## src/rtl/instr_fetch_ctrl.sv

```systemverilog
// Instruction fetch controller: shares the instruction memory port between a
// loader (while idle/halted) and a single-entry fetch stage feeding decode.
module instr_fetch_ctrl #(
  parameter logic [7:0] START_ADDR = 8'h00,
  parameter logic [7:0] HALT_CODE  = 8'hFF
) (
  input  logic       clk,
  input  logic       rst,
  input  logic       start,
  input  logic       ld_valid,
  input  logic [7:0] ld_addr,
  input  logic [7:0] ld_data,
  output logic       ld_ready,
  output logic [7:0] mem_addr,
  output logic [7:0] mem_wdata,
  output logic       mem_we,
  input  logic [7:0] mem_rdata,
  output logic       if_valid,
  output logic [7:0] if_instr,
  output logic [7:0] if_pc,
  input  logic       if_ready,
  input  logic       br_valid,
  input  logic [7:0] br_target,
  output logic       halted
);

  typedef enum logic [1:0] {
    S_IDLE,
    S_FETCH,
    S_HALT
  } state_t;

  state_t     r_state;
  logic [7:0] r_pc;
  logic [7:0] r_if_instr;
  logic [7:0] r_if_pc;
  logic       r_if_valid;
  logic       r_halted;

  logic       w_capture;
  logic       w_ld_ready;
  logic       w_mem_we;

  // The loader owns the memory port only outside FETCH, and never in the
  // cycle a start arrives, so a restart cannot race a write.
  assign w_ld_ready = (r_state != S_FETCH) & ~start;
  assign w_mem_we   = ld_valid & w_ld_ready;
  assign w_capture  = (~r_if_valid | if_ready) & ~br_valid;

  assign ld_ready  = w_ld_ready;
  assign mem_we    = w_mem_we;
  assign mem_wdata = ld_data;
  assign mem_addr  = w_mem_we ? ld_addr : r_pc;

  assign if_valid = r_if_valid;
  assign if_instr = r_if_instr;
  assign if_pc    = r_if_pc;
  assign halted   = r_halted;

  // A redirect always wins over a capture, so a halt byte sitting at the
  // current pc is never taken when a branch arrives in the same cycle.
  always_ff @(posedge clk or posedge rst) begin
    if (rst) begin
      r_state    <= S_IDLE;
      r_pc       <= START_ADDR;
      r_if_valid <= 1'b0;
      r_if_instr <= 8'h00;
      r_if_pc    <= 8'h00;
      r_halted   <= 1'b0;
    end else begin
      case (r_state)
        S_IDLE, S_HALT: begin
          if (start) begin
            r_state    <= S_FETCH;
            r_halted   <= 1'b0;
            r_pc       <= START_ADDR;
            r_if_valid <= 1'b0;
          end else if (r_if_valid && if_ready) begin
            r_if_valid <= 1'b0;
          end
        end
        S_FETCH: begin
          if (br_valid) begin
            r_pc       <= br_target;
            r_if_valid <= 1'b0;
          end else if (w_capture) begin
            r_if_instr <= mem_rdata;
            r_if_pc    <= r_pc;
            r_if_valid <= 1'b1;
            r_pc       <= r_pc + 8'd1;
            if (mem_rdata == HALT_CODE) begin
              r_state  <= S_HALT;
              r_halted <= 1'b1;
            end
          end
        end
        default: begin
          r_state <= S_IDLE;
        end
      endcase
    end
  end

endmodule

```

## config.mk

```make
export PLATFORM = sky130hd
export DESIGN_NAME = instr_fetch_ctrl
export DESIGN_NICKNAME = d
export VERILOG_FILES = /design/src/rtl/instr_fetch_ctrl.sv
export SDC_FILE = /design/constraint.sdc
export NUM_CORES = 1
export LEC_CHECK = 0
export ABC_AREA = 1
export CORE_MARGIN = 2
export CORE_UTILIZATION = 44
export DETAILED_ROUTE_END_ITERATION = 6
export PLACE_DENSITY = 0.85
export SYNTH_ARGS = -nofsm -noshare
export SYNTH_HDL_FRONTEND = slang
export SYNTH_SLANG_ARGS = --single-unit
```

## constraint.sdc

```tcl
create_clock -name clk -period 2.69 [get_ports clk]
set_input_delay 0.538 -clock clk [delete_from_list [all_inputs] [get_ports clk]]
set_output_delay 0.538 -clock clk [all_outputs]
set_load 0.01 [all_outputs]
```

==> results of run 1 <==
-- logic make-up after synthesis --
kind of cell	Yosys count	synth area share
AND/OR/NAND/NOR	137	0.353
flip-flops	28	0.441
buffers and inverters	27	0.0993
AO/OA/AOI/OAI	24	0.0930
XOR/XNOR	1	0.00552
adder cells (fa/ha/maj)	1	0.00788
-- sequential cells by signal (all words and copies together) (netlist names) --
name,flops
if_valid,1
if_pc,8
halted,1
r_state,2
r_pc,8
if_instr,8
-- how the worst max path moves through the flow --
stage          startpoint          end  cells after the start
2_1_floorplan  r_state[0]  mem_addr[5]                      8
3_3_place_gp        start  mem_addr[3]                      7
3_5_place_dp        start  mem_addr[4]                      7
4_1_cts             start  mem_addr[4]                      7
5_1_grt             start  mem_addr[4]                      7
6_report            start  mem_addr[4]                      7
-- metrics by stage --
stage / utilization / worst slack, ns / cells
2_1_floorplan: - / 0.938 / 218
3_3_place_gp: 0.625 / 0.0332 / 308
3_5_place_dp: 0.625 / -0.00446 / 308
4_1_cts: 0.632 / 0.0646 / 311
5_1_grt: 0.633 / 0.0125 / 311
6_report: 0.633 / 0.100 / 311
-- area by class of cell --
cell class                 instances  area share
inverter                          12      0.0233
clock buffer                       3      0.0105
sequential                        28       0.327
tap                               46      0.0268
timing repair buffer              59       0.273
multi-input combinational        163       0.340
-- power groups by stage --
stage / Combinational, mW / Sequential [mW] / Clock, mW
final: 1.10 / 0.752 / 0.160
after global routing: 1.23 / 0.782 / 0.189
after CTS: 1.11 / 0.754 / 0.170
after detailed placement: 1.11 / 0.763 / 0
after global placement: 1.09 / 0.752 / 0
after floorplan: 0.587 / 0.792 / 0
-- per-layer routing --
| layer | GRT usage | share of wire |
|---|---|---|
| met4 | 0.0625 | 0.0082 |
| met1 | 0.254 | 0.44 |
| met5 | 0 | 0 |
| met2 | 0.293 | 0.50 |
| met3 | 0.0176 | 0.053 |
-- cells in the mapped netlist, drive strengths merged --
| library cell | instances |
|---|---|
| a21boi | 1 |
| a21oi | 1 |
| buf | 12 |
| clkbuf | 3 |
| dfrtp | 28 |
| ha | 1 |
| inv | 12 |
| nand2 | 86 |
| nand3 | 21 |
| nor2 | 29 |
| o21ai | 21 |
| o21bai | 1 |
| or2 | 1 |
| xnor2 | 1 |
-- critical path, delay by kind of cell --
family,cells,cell delay (ns)
AO/OA/AOI/OAI,1,0.05
AND/OR/NAND/NOR,3,0.34
buffers and inverters,3,1.12
-- repair_timing --
action                                  in CTS  in global routing
endpoints found under the hold margin        0                  0
resized for setup                            1                  1
endpoints found under the setup margin       4                  1
==> report_table.html, run 1 <==
<table>
<tr><th>Metric</th><th>Value</th></tr>
<tr><th colspan="2">Power</th></tr>
<tr><td>Max VDD drop</td><td>0.356 mV</td></tr>
<tr><td>P_sw</td><td>813 uW</td></tr>
<tr><td>Leak pwr</td><td>0.991 nW</td></tr>
<tr><td>Overall power after layout</td><td>2.01 mW</td></tr>
<tr><td>Comb power frac</td><td>0.547</td></tr>
<tr><td>Internal power</td><td>roughly 1.2 mW</td></tr>
<tr><td>Part of the total power dissipated in sequential elements</td><td>0.374</td></tr>
<tr><td>Net Sw Frac</td><td>0.404</td></tr>
<tr><td>Relative contribution of the clock network to total power</td><td>0.079</td></tr>
<tr><td>PwrDens</td><td>around 940 mW/mm2</td></tr>
<tr><th colspan="2">Run</th></tr>
<tr><td>Maximum capacitance violations</td><td>0</td></tr>
<tr><th colspan="2">Final layout</th></tr>
<tr><td>Number of filler instances in the final layout</td><td>308</td></tr>
<tr><td>Reg area</td><td>about 700 um2</td></tr>
<tr><td>Commonest non-fill, non-tap cell in the layout</td><td>nand2_1</td></tr>
<tr><td>Total Nets Final</td><td>slightly above 300</td></tr>
<tr><td>Area of the multi-input gates</td><td>729 um2</td></tr>
<tr><td>Final design instance area without fill</td><td>0.00215 mm2</td></tr>
<tr><td>Layout overhead on the synthesized area</td><td>35.1%</td></tr>
<tr><td>Diodes inserted</td><td>0</td></tr>
<tr><td>Leading cell types in the layout, fill and taps excluded</td><td>nand2_1 (84), clkdlybuf4s50_1 (57), dfrtp_1 (28)</td></tr>
<tr><td>Layout cell share with drive strength beyond 1</td><td>0.0717</td></tr>
<tr><th colspan="2">Critical path</th></tr>
<tr><td>CP max-delay cell</td><td>clkdlybuf4s50_1</td></tr>
<tr><td>Endpoint of the lowest-slack register-to-register path</td><td>if_pc[4]</td></tr>
<tr><td>CP Data Arrival Time</td><td>2.05 ns</td></tr>
<tr><td>CP max stage delay</td><td>about 0.54 ns</td></tr>
<tr><td>Category of the worst setup path capture point</td><td>primary output</td></tr>
<tr><td>Maximum fanout along the worst path</td><td>14</td></tr>
<tr><td>Worst setup SP type</td><td>input pin</td></tr>
<tr><td>Internal reg-to-reg setup slack</td><td>1.05 ns</td></tr>
<tr><td>Ordered cell list for the critical path</td><td>clkdlybuf4s50_1 -&gt; nor2_2 -&gt; nand2_2 -&gt; inv_6 -&gt; nand2_1 -&gt; o21ai_2 -&gt; clkdlybuf4s50_1</td></tr>
<tr><td>Worst flop-to-flop path startpoint</td><td>if_valid</td></tr>
<tr><td>Critical setup path kind</td><td>input pin to primary output</td></tr>
<tr><td>Required time of the worst setup path</td><td>2.15 ns</td></tr>
<tr><td>Reg2reg path depth</td><td>4</td></tr>
<tr><td>Library cell appearing most often on the critical path</td><td>clkdlybuf4s50_1</td></tr>
<tr><th colspan="2">Yosys</th></tr>
<tr><td>Synthesis warning total</td><td>0</td></tr>
<tr><td>Mapped cell area</td><td>around 0.0016 mm2</td></tr>
<tr><td>Post-synthesis sequential area ratio</td><td>0.441</td></tr>
<tr><td>Number of library cell types mapped by synthesis</td><td>21</td></tr>
<tr><td>Most area-hungry cell type in the Yosys netlist</td><td>dfrtp_1</td></tr>
<tr><td>Top cells by area in the synthesized netlist</td><td>dfrtp_1 (44%), nand2_1 (20%), nand3_1 (6.6%)</td></tr>
<tr><td>Total nets after synthesis</td><td>257</td></tr>
<tr><td>Synthesized area divided by synthesized cell count</td><td>7.28 um2</td></tr>
<tr><td>Flop and latch count out of synthesis</td><td>28</td></tr>
<tr><td>Post-synth top area share</td><td>0.441</td></tr>
<tr><td>Synth Instances</td><td>around 220</td></tr>
<tr><th colspan="2">Timing</th></tr>
<tr><td>Post-route fraction of the period consumed by the critical path</td><td>0.963</td></tr>
<tr><td>Worst-case hold slack</td><td>0.490 ns</td></tr>
<tr><td>Final Critical Period</td><td>2.59 ns</td></tr>
<tr><td>Worst Tran Pin Value</td><td>0.594 ns</td></tr>
<tr><td>Setup repair after global routing missed its margin</td><td>false</td></tr>
<tr><td>Worst max-slew margin expressed relative to the limit</td><td>0.603</td></tr>
<tr><td>Count of final hold-check violations</td><td>0</td></tr>
<tr><td>Max Clock Skew</td><td>0.00384 ns</td></tr>
<tr><td>Highest achievable clock rate</td><td>between 300 and 400 MHz</td></tr>
<tr><td>Total negative slack</td><td>0 ns</td></tr>
<tr><td>Setup violations, final</td><td>0</td></tr>
<tr><td>Number of max-slew violations in the final report</td><td>0</td></tr>
<tr><th colspan="2">CTS</th></tr>
<tr><td>Total of hold buffers inserted after clock tree synthesis</td><td>0</td></tr>
<tr><td>Clock-pin slew on the worst setup and hold paths</td><td>between 0.1 and 0.15 ns</td></tr>
<tr><td>H-tree lvl count</td><td>1</td></tr>
<tr><td>Buffer count from post-CTS setup fixing</td><td>0</td></tr>
<tr><td>TritonCTS clock tree</td><td>built</td></tr>
<tr><td>Clock net sink count</td><td>28</td></tr>
<tr><td>Cell chosen for the clock root</td><td>clkbuf_4</td></tr>
<tr><td>Skew-Pair Late Insertion Delay</td><td>0.31 ns</td></tr>
<tr><td>TritonCTS Buffers</td><td>3</td></tr>
<tr><td>Maximum clock path buffer count</td><td>2</td></tr>
<tr><th colspan="2">Drt</th></tr>
<tr><td>Starting DRC count in detailed routing</td><td>75</td></tr>
<tr><td>Count of nets left with antenna violations after detail routing</td><td>0</td></tr>
<tr><td>Vias per cell</td><td>4.82</td></tr>
<tr><td>Via count</td><td>1498</td></tr>
<tr><td>Wire length per cell after detailed routing</td><td>approximately 11 um</td></tr>
<tr><td>Residual DRC</td><td>0</td></tr>
<tr><td>Number of iterations in the first detailed-routing pass</td><td>4</td></tr>
<tr><td>Post-detailed-routing wire length</td><td>3.52 mm</td></tr>
<tr><th colspan="2">Die</th></tr>
<tr><td>Starting Density</td><td>0.468</td></tr>
<tr><td>DIE WIDTH</td><td>around 64 um</td></tr>
<tr><td>Die boundary height</td><td>approximately 64 um</td></tr>
<tr><td>Boundary pin count</td><td>74</td></tr>
<tr><td>Floorplan core area</td><td>approximately 0.0034 mm2</td></tr>
<tr><td>Floorplan row count</td><td>21</td></tr>
<tr><td>Die footprint</td><td>0.00410 mm2</td></tr>
<tr><th colspan="2">Global route</th></tr>
<tr><td>Overall track demand over capacity in global routing</td><td>0.181</td></tr>
<tr><td>Number of antenna violations at the first check in global routing</td><td>0</td></tr>
<tr><td>Largest net degree at the start of global routing</td><td>29</td></tr>
<tr><td>Via count of the first global-routing pass</td><td>~1300</td></tr>
<tr><td>Overflow left after global routing</td><td>0</td></tr>
<tr><td>Global-route wire length before repair</td><td>5.95 mm</td></tr>
<tr><th colspan="2">Placement</th></tr>
<tr><td>Final weighted congestion in routability-driven placement</td><td>0.782</td></tr>
<tr><td>Port buffer count</td><td>57</td></tr>
<tr><td>Cell area after placement</td><td>0.00212 mm2</td></tr>
<tr><td>HPWL after DPL</td><td>roughly 2.7 mm</td></tr>
<tr><th colspan="2">Run status</th></tr>
<tr><td>Outcome</td><td>finished, final reports clean</td></tr>
<tr><th colspan="2">Min path</th></tr>
<tr><td>Hold EP</td><td>if_instr[7]</td></tr>
<tr><td>Worst hold path type</td><td>register to register</td></tr>
<tr><td>Hold wc startpoint</td><td>if_instr[7]</td></tr>
<tr><td>Cell count of the worst hold path</td><td>2</td></tr>
</table>
Note: power is estimated with default switching activity, not from simulation.
==> inputs of run 2 (changes only) <==
--- a/config.mk
+++ b/config.mk
@@ -6,6 +6,7 @@
 export NUM_CORES = 1
 export LEC_CHECK = 0
 export ABC_AREA = 1
+export CORE_ASPECT_RATIO = 0.6
 export CORE_MARGIN = 2
 export CORE_UTILIZATION = 44
 export DETAILED_ROUTE_END_ITERATION = 6
@@ -13,3 +14,4 @@
 export SYNTH_ARGS = -nofsm -noshare
 export SYNTH_HDL_FRONTEND = slang
 export SYNTH_SLANG_ARGS = --single-unit
+export TNS_END_PERCENT = 20
==> run 2 against run 1 <==
Compared with the run above:
- cell count is 0.32% higher
- utilization is 2.6 points higher
- clock power is 110% higher
- sequential power hardly changed
- sequential share of layout area is 0.85 points lower
- largest power group unchanged
==> report_table.html, run 2 (synthesis gave the netlist of run 1 again) <==
<table>
<tr><th>Metric</th><th>Value</th></tr>
<tr><th colspan="2">CTS</th></tr>
<tr><td>Clock net sink count</td><td>28 (unchanged)</td></tr>
<tr><td>TritonCTS Buffers</td><td>3 (unchanged)</td></tr>
<tr><td>H-tree lvl count</td><td>1 (unchanged)</td></tr>
<tr><td>Cell chosen for the clock root</td><td>clkbuf_8 (was clkbuf_4)</td></tr>
<tr><td>Buffer count from post-CTS setup fixing</td><td>0 (unchanged)</td></tr>
<tr><td>Skew-Pair Late Insertion Delay</td><td>0.28 ns (was 0.31 ns)</td></tr>
<tr><td>TritonCTS clock tree</td><td>built (unchanged)</td></tr>
<tr><td>Clock-pin slew on the worst setup and hold paths</td><td>0.10 ns (was 0.13 ns)</td></tr>
<tr><td>Maximum clock path buffer count</td><td>2 (unchanged)</td></tr>
<tr><th colspan="2">Die</th></tr>
<tr><td>Die footprint</td><td>0.00412 mm2 (was 0.00410 mm2)</td></tr>
<tr><td>Starting Density</td><td>0.475 (was 0.468)</td></tr>
<tr><td>Boundary pin count</td><td>74 (unchanged)</td></tr>
<tr><td>Floorplan row count</td><td>16 (was 21)</td></tr>
<tr><td>Die boundary height</td><td>50.5 um (was 64.1 um)</td></tr>
<tr><td>DIE WIDTH</td><td>81.6 um (was 64.1 um)</td></tr>
<tr><td>Floorplan core area</td><td>0.00334 mm2 (was 0.00339 mm2)</td></tr>
<tr><th colspan="2">Placement</th></tr>
<tr><td>Number of placed cells counting well taps</td><td>308 (unchanged)</td></tr>
<tr><td>Dpl ws</td><td>0.00202 ns (was -0.00446 ns)</td></tr>
<tr><td>Port buffer count</td><td>57 (unchanged)</td></tr>
<tr><td>HPWL after DPL</td><td>3.01 mm (was 2.74 mm)</td></tr>
<tr><td>Final weighted congestion in routability-driven placement</td><td>0.841 (was 0.782)</td></tr>
<tr><td>Cell area after placement</td><td>0.00212 mm2 (about the same)</td></tr>
<tr><th colspan="2">Critical path</th></tr>
<tr><td>Category of the worst setup path capture point</td><td>primary output (unchanged)</td></tr>
<tr><td>CP max-delay cell</td><td>clkdlybuf4s50_1 (unchanged)</td></tr>
<tr><td>Family of cells with the greatest summed delay on the critical path</td><td>buffers and inverters (unchanged)</td></tr>
<tr><td>CP max stage delay</td><td>0.54 ns (about the same)</td></tr>
<tr><td>CP Data Arrival Time</td><td>2.08 ns (was 2.05 ns)</td></tr>
<tr><td>Worst setup SP type</td><td>input pin (unchanged)</td></tr>
<tr><td>Critical setup path kind</td><td>input pin to primary output (unchanged)</td></tr>
<tr><td>Ordered cell list for the critical path</td><td>clkdlybuf4s50_1 -&gt; nor2_2 -&gt; nand2_2 -&gt; inv_6 -&gt; nand2_1 -&gt; o21ai_2 -&gt; clkdlybuf4s50_1 (unchanged)</td></tr>
<tr><td>Maximum fanout along the worst path</td><td>14 (unchanged)</td></tr>
<tr><td>Total buffers and inverters traversed by the critical path</td><td>3 (unchanged)</td></tr>
<tr><td>Required time of the worst setup path</td><td>2.15 ns (about the same)</td></tr>
<tr><td>Library cell appearing most often on the critical path</td><td>clkdlybuf4s50_1 (unchanged)</td></tr>
<tr><th colspan="2">Global route</th></tr>
<tr><td>Via count of the first global-routing pass</td><td>1343 (was 1314)</td></tr>
<tr><td>Global-route wire length before repair</td><td>6.51 mm (was 5.95 mm)</td></tr>
<tr><td>Number of antenna violations at the first check in global routing</td><td>0 (unchanged)</td></tr>
<tr><td>Overall track demand over capacity in global routing</td><td>0.208 (was 0.181)</td></tr>
<tr><td>Largest net degree at the start of global routing</td><td>29 (unchanged)</td></tr>
<tr><td>Overflow left after global routing</td><td>0 (unchanged)</td></tr>
<tr><th colspan="2">Drt</th></tr>
<tr><td>Residual DRC</td><td>0 (unchanged)</td></tr>
<tr><td>Post-detailed-routing wire length</td><td>4.03 mm (was 3.52 mm)</td></tr>
<tr><td>Via count</td><td>1510 (was 1498)</td></tr>
<tr><td>Number of iterations in the first detailed-routing pass</td><td>5 (was 4)</td></tr>
<tr><td>Wire length per cell after detailed routing</td><td>12.9 um (was 11.3 um)</td></tr>
<tr><td>Vias per cell</td><td>4.84 (was 4.82)</td></tr>
<tr><td>Starting DRC count in detailed routing</td><td>89 (was 75)</td></tr>
<tr><td>Count of nets left with antenna violations after detail routing</td><td>0 (unchanged)</td></tr>
<tr><th colspan="2">Final layout</th></tr>
<tr><td>Number of filler instances in the final layout</td><td>274 (was 308)</td></tr>
<tr><td>Final design instance area without fill</td><td>0.00220 mm2 (was 0.00215 mm2)</td></tr>
<tr><td>Layout cell share with drive strength beyond 1</td><td>0.0787 (was 0.0717)</td></tr>
<tr><td>Leading cell types in the layout, fill and taps excluded</td><td>nand2_1 (84), clkdlybuf4s50_1 (56), dfrtp_1 (28) (was nand2_1 (84), clkdlybuf4s50_1 (57), dfrtp_1 (28))</td></tr>
<tr><td>Diodes inserted</td><td>0 (unchanged)</td></tr>
<tr><td>Total Nets Final</td><td>307 (was 306)</td></tr>
<tr><td>Layout overhead on the synthesized area</td><td>38.8% (was 35.1%)</td></tr>
<tr><td>Commonest non-fill, non-tap cell in the layout</td><td>nand2_1 (unchanged)</td></tr>
<tr><td>Fraction of the core area covered by cells at the end of the flow</td><td>0.659 (was 0.633)</td></tr>
<tr><td>Post-route insts no fill</td><td>312 (was 311)</td></tr>
<tr><th colspan="2">Timing</th></tr>
<tr><td>Highest achievable clock rate</td><td>382 MHz (was 386 MHz)</td></tr>
<tr><td>Post-route fraction of the period consumed by the critical path</td><td>0.973 (was 0.963)</td></tr>
<tr><td>Worst max-slew margin expressed relative to the limit</td><td>0.580 (was 0.603)</td></tr>
<tr><td>Count of final hold-check violations</td><td>0 (unchanged)</td></tr>
<tr><td>Max Clock Skew</td><td>0.000706 ns (was 0.00384 ns)</td></tr>
<tr><td>Total negative slack</td><td>0 ns (unchanged)</td></tr>
<tr><td>Setup violations, final</td><td>0 (unchanged)</td></tr>
<tr><td>Setup repair after global routing missed its margin</td><td>false (unchanged)</td></tr>
<tr><td>Worst Setup Slack, final</td><td>0.0726 ns (was 0.100 ns)</td></tr>
<tr><td>Worst-case hold slack</td><td>0.480 ns (was 0.490 ns)</td></tr>
<tr><td>Number of max-slew violations in the final report</td><td>0 (unchanged)</td></tr>
<tr><td>Final Critical Period</td><td>2.62 ns (was 2.59 ns)</td></tr>
<tr><td>Worst Tran Pin Value</td><td>0.629 ns (was 0.594 ns)</td></tr>
<tr><th colspan="2">Power</th></tr>
<tr><td>PwrDens</td><td>1010 mW/mm2 (was 938 mW/mm2)</td></tr>
<tr><td>Overall power after layout</td><td>2.22 mW (was 2.01 mW)</td></tr>
<tr><td>Leak pwr</td><td>1.03 nW (was 0.991 nW)</td></tr>
<tr><td>Max VDD drop</td><td>0.444 mV (was 0.356 mV)</td></tr>
<tr><th colspan="2">Run</th></tr>
<tr><td>Maximum capacitance violations</td><td>0 (unchanged)</td></tr>
<tr><th colspan="2">Run status</th></tr>
<tr><td>Outcome</td><td>finished, final reports clean (unchanged)</td></tr>
<tr><th colspan="2">Min path</th></tr>
<tr><td>Worst hold path type</td><td>register to register (unchanged)</td></tr>
</table>
## run 2: power breakdown
| part | total (mW) | switching (mW) | internal, mW |
|---|---|---|---|
| sequential | 0.754 | 0.149 | 0.605 |
| clock | 0.334 | 0.134 | 0.199 |
| combinational | 1.13 | 0.587 | 0.544 |
## run 2: final cells by class
class                   count  area (um2)  share of cell area
multi-input cells         163         729               0.331
flip-flops and latches     28         701               0.318
repair buffers             60         596               0.270
well taps                  45        56.3              0.0256
inverters                  12        50.0              0.0227
clock buffers               3        41.3              0.0187
clock inverters             1        30.0              0.0136
## run 2: worst register-to-register path: stages (launching register included)
cell and delay, ns:
dfrtp_1 0.40, inv_1 0.12, nand2_2 0.10, nor2_2 0.36, nand2_1 0.50, nand2_1 0.19, o21ai_0 0.10
## run 2: worst paths after layout
check | endpoint | cells past startpoint | slack [ns] | startpoint
min reg2reg | if_instr[3] | 2 | 0.48 | if_instr[3]
max | mem_addr[3] | 7 | 0.07 | start
min in group asynchronous | if_pc[4] | 3 | 0.63 | rst
max reg2reg | if_pc[1] | 6 | 0.80 | r_state[1]
min | if_instr[3] | 2 | 0.48 | if_instr[3]
max in group asynchronous | if_valid | 3 | 1.80 | rst
## run 2: repair_timing
item	4_1_cts	5_1_grt
pin swaps	0	0
setup endpoints to repair	6	6
hold buffers	0	0
resized for setup	1	2
## run 2: metal layers
layer	up-vias	routed length (um)	GRT usage
li1	775	-	-
met1	657	1970	0.317
met2	72	1710	0.305
met3	6	318	0.0522
met4	0	29	0.0282
met5	-	0	0
==> inputs of run 3 (changes only) <==
--- a/config.mk
+++ b/config.mk
@@ -11,6 +11,7 @@
 export CORE_UTILIZATION = 44
 export DETAILED_ROUTE_END_ITERATION = 6
 export PLACE_DENSITY = 0.85
+export RECOVER_POWER = 100
 export SYNTH_ARGS = -nofsm -noshare
 export SYNTH_HDL_FRONTEND = slang
 export SYNTH_SLANG_ARGS = --single-unit
==> run 3 against run 2 <==
Compared with the run above:
- first-iteration DRC count decreased by 10%
- final area decreased by 0.51%
- die area unchanged
- setup slack improved by 0.011 ns
- cell count unchanged
- via count increased by 0.46%
- sequential share of layout area increased by 0.16 points
- largest cell class unchanged
- largest power group unchanged
==> report_table.html, run 3 (synthesis gave the netlist of run 1 again) <==
<table>
<tr><th>Metric</th><th>Value</th></tr>
<tr><th colspan="2">Timing</th></tr>
<tr><td>Setup repair after global routing missed its margin</td><td>false (unchanged)</td></tr>
<tr><td>Number of max-slew violations in the final report</td><td>0 (unchanged)</td></tr>
<tr><td>Max Clock Skew</td><td>0.00164 ns (was 0.000706 ns)</td></tr>
<tr><td>Post-route fraction of the period consumed by the critical path</td><td>0.969 (was 0.973)</td></tr>
<tr><td>Worst Tran Pin Value</td><td>1.43 ns (was 0.629 ns)</td></tr>
<tr><td>Setup violations, final</td><td>0 (unchanged)</td></tr>
<tr><td>Count of final hold-check violations</td><td>0 (unchanged)</td></tr>
<tr><td>Highest achievable clock rate</td><td>384 MHz (was 382 MHz)</td></tr>
<tr><td>Worst max-slew margin expressed relative to the limit</td><td>0.0460 (was 0.580)</td></tr>
<tr><td>Total negative slack</td><td>0 ns (unchanged)</td></tr>
<tr><td>Final Critical Period</td><td>2.61 ns (was 2.62 ns)</td></tr>
<tr><th colspan="2">Drt</th></tr>
<tr><td>Starting DRC count in detailed routing</td><td>80 (was 89)</td></tr>
<tr><td>Wire length per cell after detailed routing</td><td>12.8 um (was 12.9 um)</td></tr>
<tr><td>Post-detailed-routing wire length</td><td>4.01 mm (was 4.03 mm)</td></tr>
<tr><td>Residual DRC</td><td>0 (unchanged)</td></tr>
<tr><td>Via count</td><td>1517 (was 1510)</td></tr>
<tr><td>Vias per cell</td><td>4.86 (was 4.84)</td></tr>
<tr><td>Count of nets left with antenna violations after detail routing</td><td>0 (unchanged)</td></tr>
<tr><td>Number of iterations in the first detailed-routing pass</td><td>4 (was 5)</td></tr>
<tr><th colspan="2">Min path</th></tr>
<tr><td>Cell count of the worst hold path</td><td>2 (unchanged)</td></tr>
<tr><td>Hold wc startpoint</td><td>if_instr[3] (unchanged)</td></tr>
<tr><td>Worst hold path type</td><td>register to register (unchanged)</td></tr>
<tr><td>Hold EP</td><td>if_instr[3] (unchanged)</td></tr>
<tr><th colspan="2">Final layout</th></tr>
<tr><td>Layout overhead on the synthesized area</td><td>38.1% (was 38.8%)</td></tr>
<tr><td>Diodes inserted</td><td>0 (unchanged)</td></tr>
<tr><td>Number of filler instances in the final layout</td><td>280 (was 274)</td></tr>
<tr><td>Total Nets Final</td><td>307 (unchanged)</td></tr>
<tr><td>Leading cell types in the layout, fill and taps excluded</td><td>nand2_1 (84), clkdlybuf4s50_1 (34), dfrtp_1 (28) (was nand2_1 (84), clkdlybuf4s50_1 (56), dfrtp_1 (28))</td></tr>
<tr><td>Commonest non-fill, non-tap cell in the layout</td><td>nand2_1 (unchanged)</td></tr>
<tr><td>Final design instance area without fill</td><td>0.00219 mm2 (was 0.00220 mm2)</td></tr>
<tr><td>Fraction of the core area covered by cells at the end of the flow</td><td>0.656 (was 0.659)</td></tr>
<tr><td>Layout cell share with drive strength beyond 1</td><td>0.0674 (was 0.0787)</td></tr>
<tr><td>Post-route insts no fill</td><td>312 (unchanged)</td></tr>
<tr><td>Reg area</td><td>701 um2 (unchanged)</td></tr>
<tr><td>Area of the multi-input gates</td><td>722 um2 (was 729 um2)</td></tr>
<tr><th colspan="2">Critical path</th></tr>
<tr><td>Internal reg-to-reg setup slack</td><td>0.79 ns (was 0.80 ns)</td></tr>
<tr><td>CP max stage delay</td><td>0.55 ns (was 0.54 ns)</td></tr>
<tr><td>Category of the worst setup path capture point</td><td>primary output (unchanged)</td></tr>
<tr><td>Maximum fanout along the worst path</td><td>14 (unchanged)</td></tr>
<tr><td>Library cell appearing most often on the critical path</td><td>clkdlybuf4s50_1 (unchanged)</td></tr>
<tr><td>Worst flop-to-flop path startpoint</td><td>r_state[1] (unchanged)</td></tr>
<tr><td>Critical setup path kind</td><td>input pin to primary output (unchanged)</td></tr>
<tr><td>Reg2reg path depth</td><td>6 (unchanged)</td></tr>
<tr><td>Ordered cell list for the critical path</td><td>clkdlybuf4s50_1 -&gt; nor2_2 -&gt; nand2_2 -&gt; inv_6 -&gt; nand2_1 -&gt; o21ai_0 -&gt; clkdlybuf4s50_1 (was clkdlybuf4s50_1 -&gt; nor2_2 -&gt; nand2_2 -&gt; inv_6 -&gt; nand2_1 -&gt; o21ai_2 -&gt; clkdlybuf4s50_1)</td></tr>
<tr><td>CP max-delay cell</td><td>clkdlybuf4s50_1 (unchanged)</td></tr>
<tr><td>Total buffers and inverters traversed by the critical path</td><td>3 (unchanged)</td></tr>
<tr><td>Family of cells with the greatest summed delay on the critical path</td><td>buffers and inverters (unchanged)</td></tr>
<tr><td>Worst setup SP type</td><td>input pin (unchanged)</td></tr>
<tr><td>Endpoint of the lowest-slack register-to-register path</td><td>if_pc[1] (unchanged)</td></tr>
<tr><td>CP Data Arrival Time</td><td>2.07 ns (was 2.08 ns)</td></tr>
<tr><td>Required time of the worst setup path</td><td>2.15 ns (about the same)</td></tr>
<tr><th colspan="2">Power</th></tr>
<tr><td>PwrDens</td><td>984 mW/mm2 (was 1010 mW/mm2)</td></tr>
<tr><td>Leak pwr</td><td>1.06 nW (was 1.03 nW)</td></tr>
<tr><td>Overall power after layout</td><td>2.16 mW (was 2.22 mW)</td></tr>
<tr><td>Max VDD drop</td><td>0.444 mV (about the same)</td></tr>
<tr><th colspan="2">CTS</th></tr>
<tr><td>Cell chosen for the clock root</td><td>clkbuf_8 (unchanged)</td></tr>
<tr><td>Skew-Pair Late Insertion Delay</td><td>0.28 ns (about the same)</td></tr>
<tr><td>Buffer count from post-CTS setup fixing</td><td>0 (unchanged)</td></tr>
<tr><td>H-tree lvl count</td><td>1 (unchanged)</td></tr>
<tr><td>Total of hold buffers inserted after clock tree synthesis</td><td>0 (unchanged)</td></tr>
<tr><td>Clock-pin slew on the worst setup and hold paths</td><td>0.10 ns (about the same)</td></tr>
<tr><td>Clock net sink count</td><td>28 (unchanged)</td></tr>
<tr><td>TritonCTS Buffers</td><td>3 (unchanged)</td></tr>
<tr><td>TritonCTS clock tree</td><td>built (unchanged)</td></tr>
<tr><td>Maximum clock path buffer count</td><td>2 (unchanged)</td></tr>
<tr><th colspan="2">Global route</th></tr>
<tr><td>Overflow left after global routing</td><td>0 (unchanged)</td></tr>
<tr><td>Overall track demand over capacity in global routing</td><td>0.208 (unchanged)</td></tr>
<tr><td>Via count of the first global-routing pass</td><td>1343 (unchanged)</td></tr>
<tr><td>Number of antenna violations at the first check in global routing</td><td>0 (unchanged)</td></tr>
<tr><td>Largest net degree at the start of global routing</td><td>29 (unchanged)</td></tr>
<tr><td>Global-route wire length before repair</td><td>6.51 mm (unchanged)</td></tr>
<tr><th colspan="2">Placement</th></tr>
<tr><td>Final weighted congestion in routability-driven placement</td><td>0.841 (unchanged)</td></tr>
<tr><td>Cell area after placement</td><td>0.00212 mm2 (unchanged)</td></tr>
<tr><td>Port buffer count</td><td>57 (unchanged)</td></tr>
<tr><td>HPWL after DPL</td><td>3.01 mm (unchanged)</td></tr>
<tr><td>Number of placed cells counting well taps</td><td>308 (unchanged)</td></tr>
<tr><th colspan="2">Die</th></tr>
<tr><td>Boundary pin count</td><td>74 (unchanged)</td></tr>
<tr><td>Floorplan core area</td><td>0.00334 mm2 (unchanged)</td></tr>
<tr><td>Die footprint</td><td>0.00412 mm2 (unchanged)</td></tr>
<tr><td>DIE WIDTH</td><td>81.6 um (unchanged)</td></tr>
<tr><td>Die boundary height</td><td>50.5 um (unchanged)</td></tr>
<tr><td>Starting Density</td><td>0.475 (unchanged)</td></tr>
<tr><td>Floorplan row count</td><td>16 (unchanged)</td></tr>
<tr><th colspan="2">Run</th></tr>
<tr><td>Maximum capacitance violations</td><td>0 (unchanged)</td></tr>
<tr><th colspan="2">Run status</th></tr>
<tr><td>Outcome</td><td>finished, final reports clean (unchanged)</td></tr>
</table>
==> run 3: cell count changes in the layout (fill, tap and decap cells not counted) <==
cell / delta
o21ai_0: +1
a21boi_1: +1
buf_4: -1
clkbuf_1: +1
clkdlybuf4s50_1: -22
o21ai_2: -1
a21boi_2: -1
dlygate4sd3_1: +22
==> run 3: per-layer routing <==
metal / share of wire / track usage
met1: 0.48 / 0.317
met2: 0.43 / 0.305
met3: 0.083 / 0.0522
met4: 0.0077 / 0.0282
met5: 0 / 0
==> run 3: where the power goes <==
part           switching (mW)  total, mW  internal [mW]  leakage [nW]
logic                   0.583       1.08          0.493         0.668
clock network           0.136      0.335          0.199        0.0357
registers               0.142      0.747          0.605         0.361
total                   0.860       2.16           1.30          1.06
==> run 3: area by class of cell <==
type / count / area share
multi-input combinational: 163 / 0.329
inverter: 12 / 0.0228
tap: 45 / 0.0257
clock buffer: 3 / 0.0188
clock inverter: 1 / 0.0137
timing repair buffer: 60 / 0.270
sequential: 28 / 0.320
==> run 3: tightest hold or removal path: cells and delay by family, from the launching register on <==
kind,cells,cell delay (ns)
DFF,1,0.35
and+or+nand+nor,2,0.10
==> run 3: stage by stage <==
step / hold WS [ns] / worst slack, ns
final: 0.475 / 0.0838
after global routing: 0.510 / 0.0150
after CTS: 0.483 / 0.0490
after detailed placement: 0.462 / 0.00202
after global placement: 0.454 / 0.0345
after floorplan: 0.506 / 0.938
==> run 3: repair_timing <==
action,in CTS,in global routing
setup endpoints to repair,6,6
gates resized for setup,1,2
cloned,0,0
==> run 3: worst max path at each step <==
| stage | end | cells after the start | startpoint | slack (ns) |
|---|---|---|---|---|
| 2_1_floorplan | mem_addr[5] | 8 | r_state[0] | 0.94 |
| 3_3_place_gp | mem_addr[2] | 7 | start | 0.03 |
| 3_5_place_dp | mem_addr[3] | 7 | start | 0.002 |
| 4_1_cts | mem_addr[3] | 7 | start | 0.05 |
| 5_1_grt | mem_addr[3] | 7 | start | 0.01 |
| 6_report | mem_addr[4] | 7 | start | 0.08 |
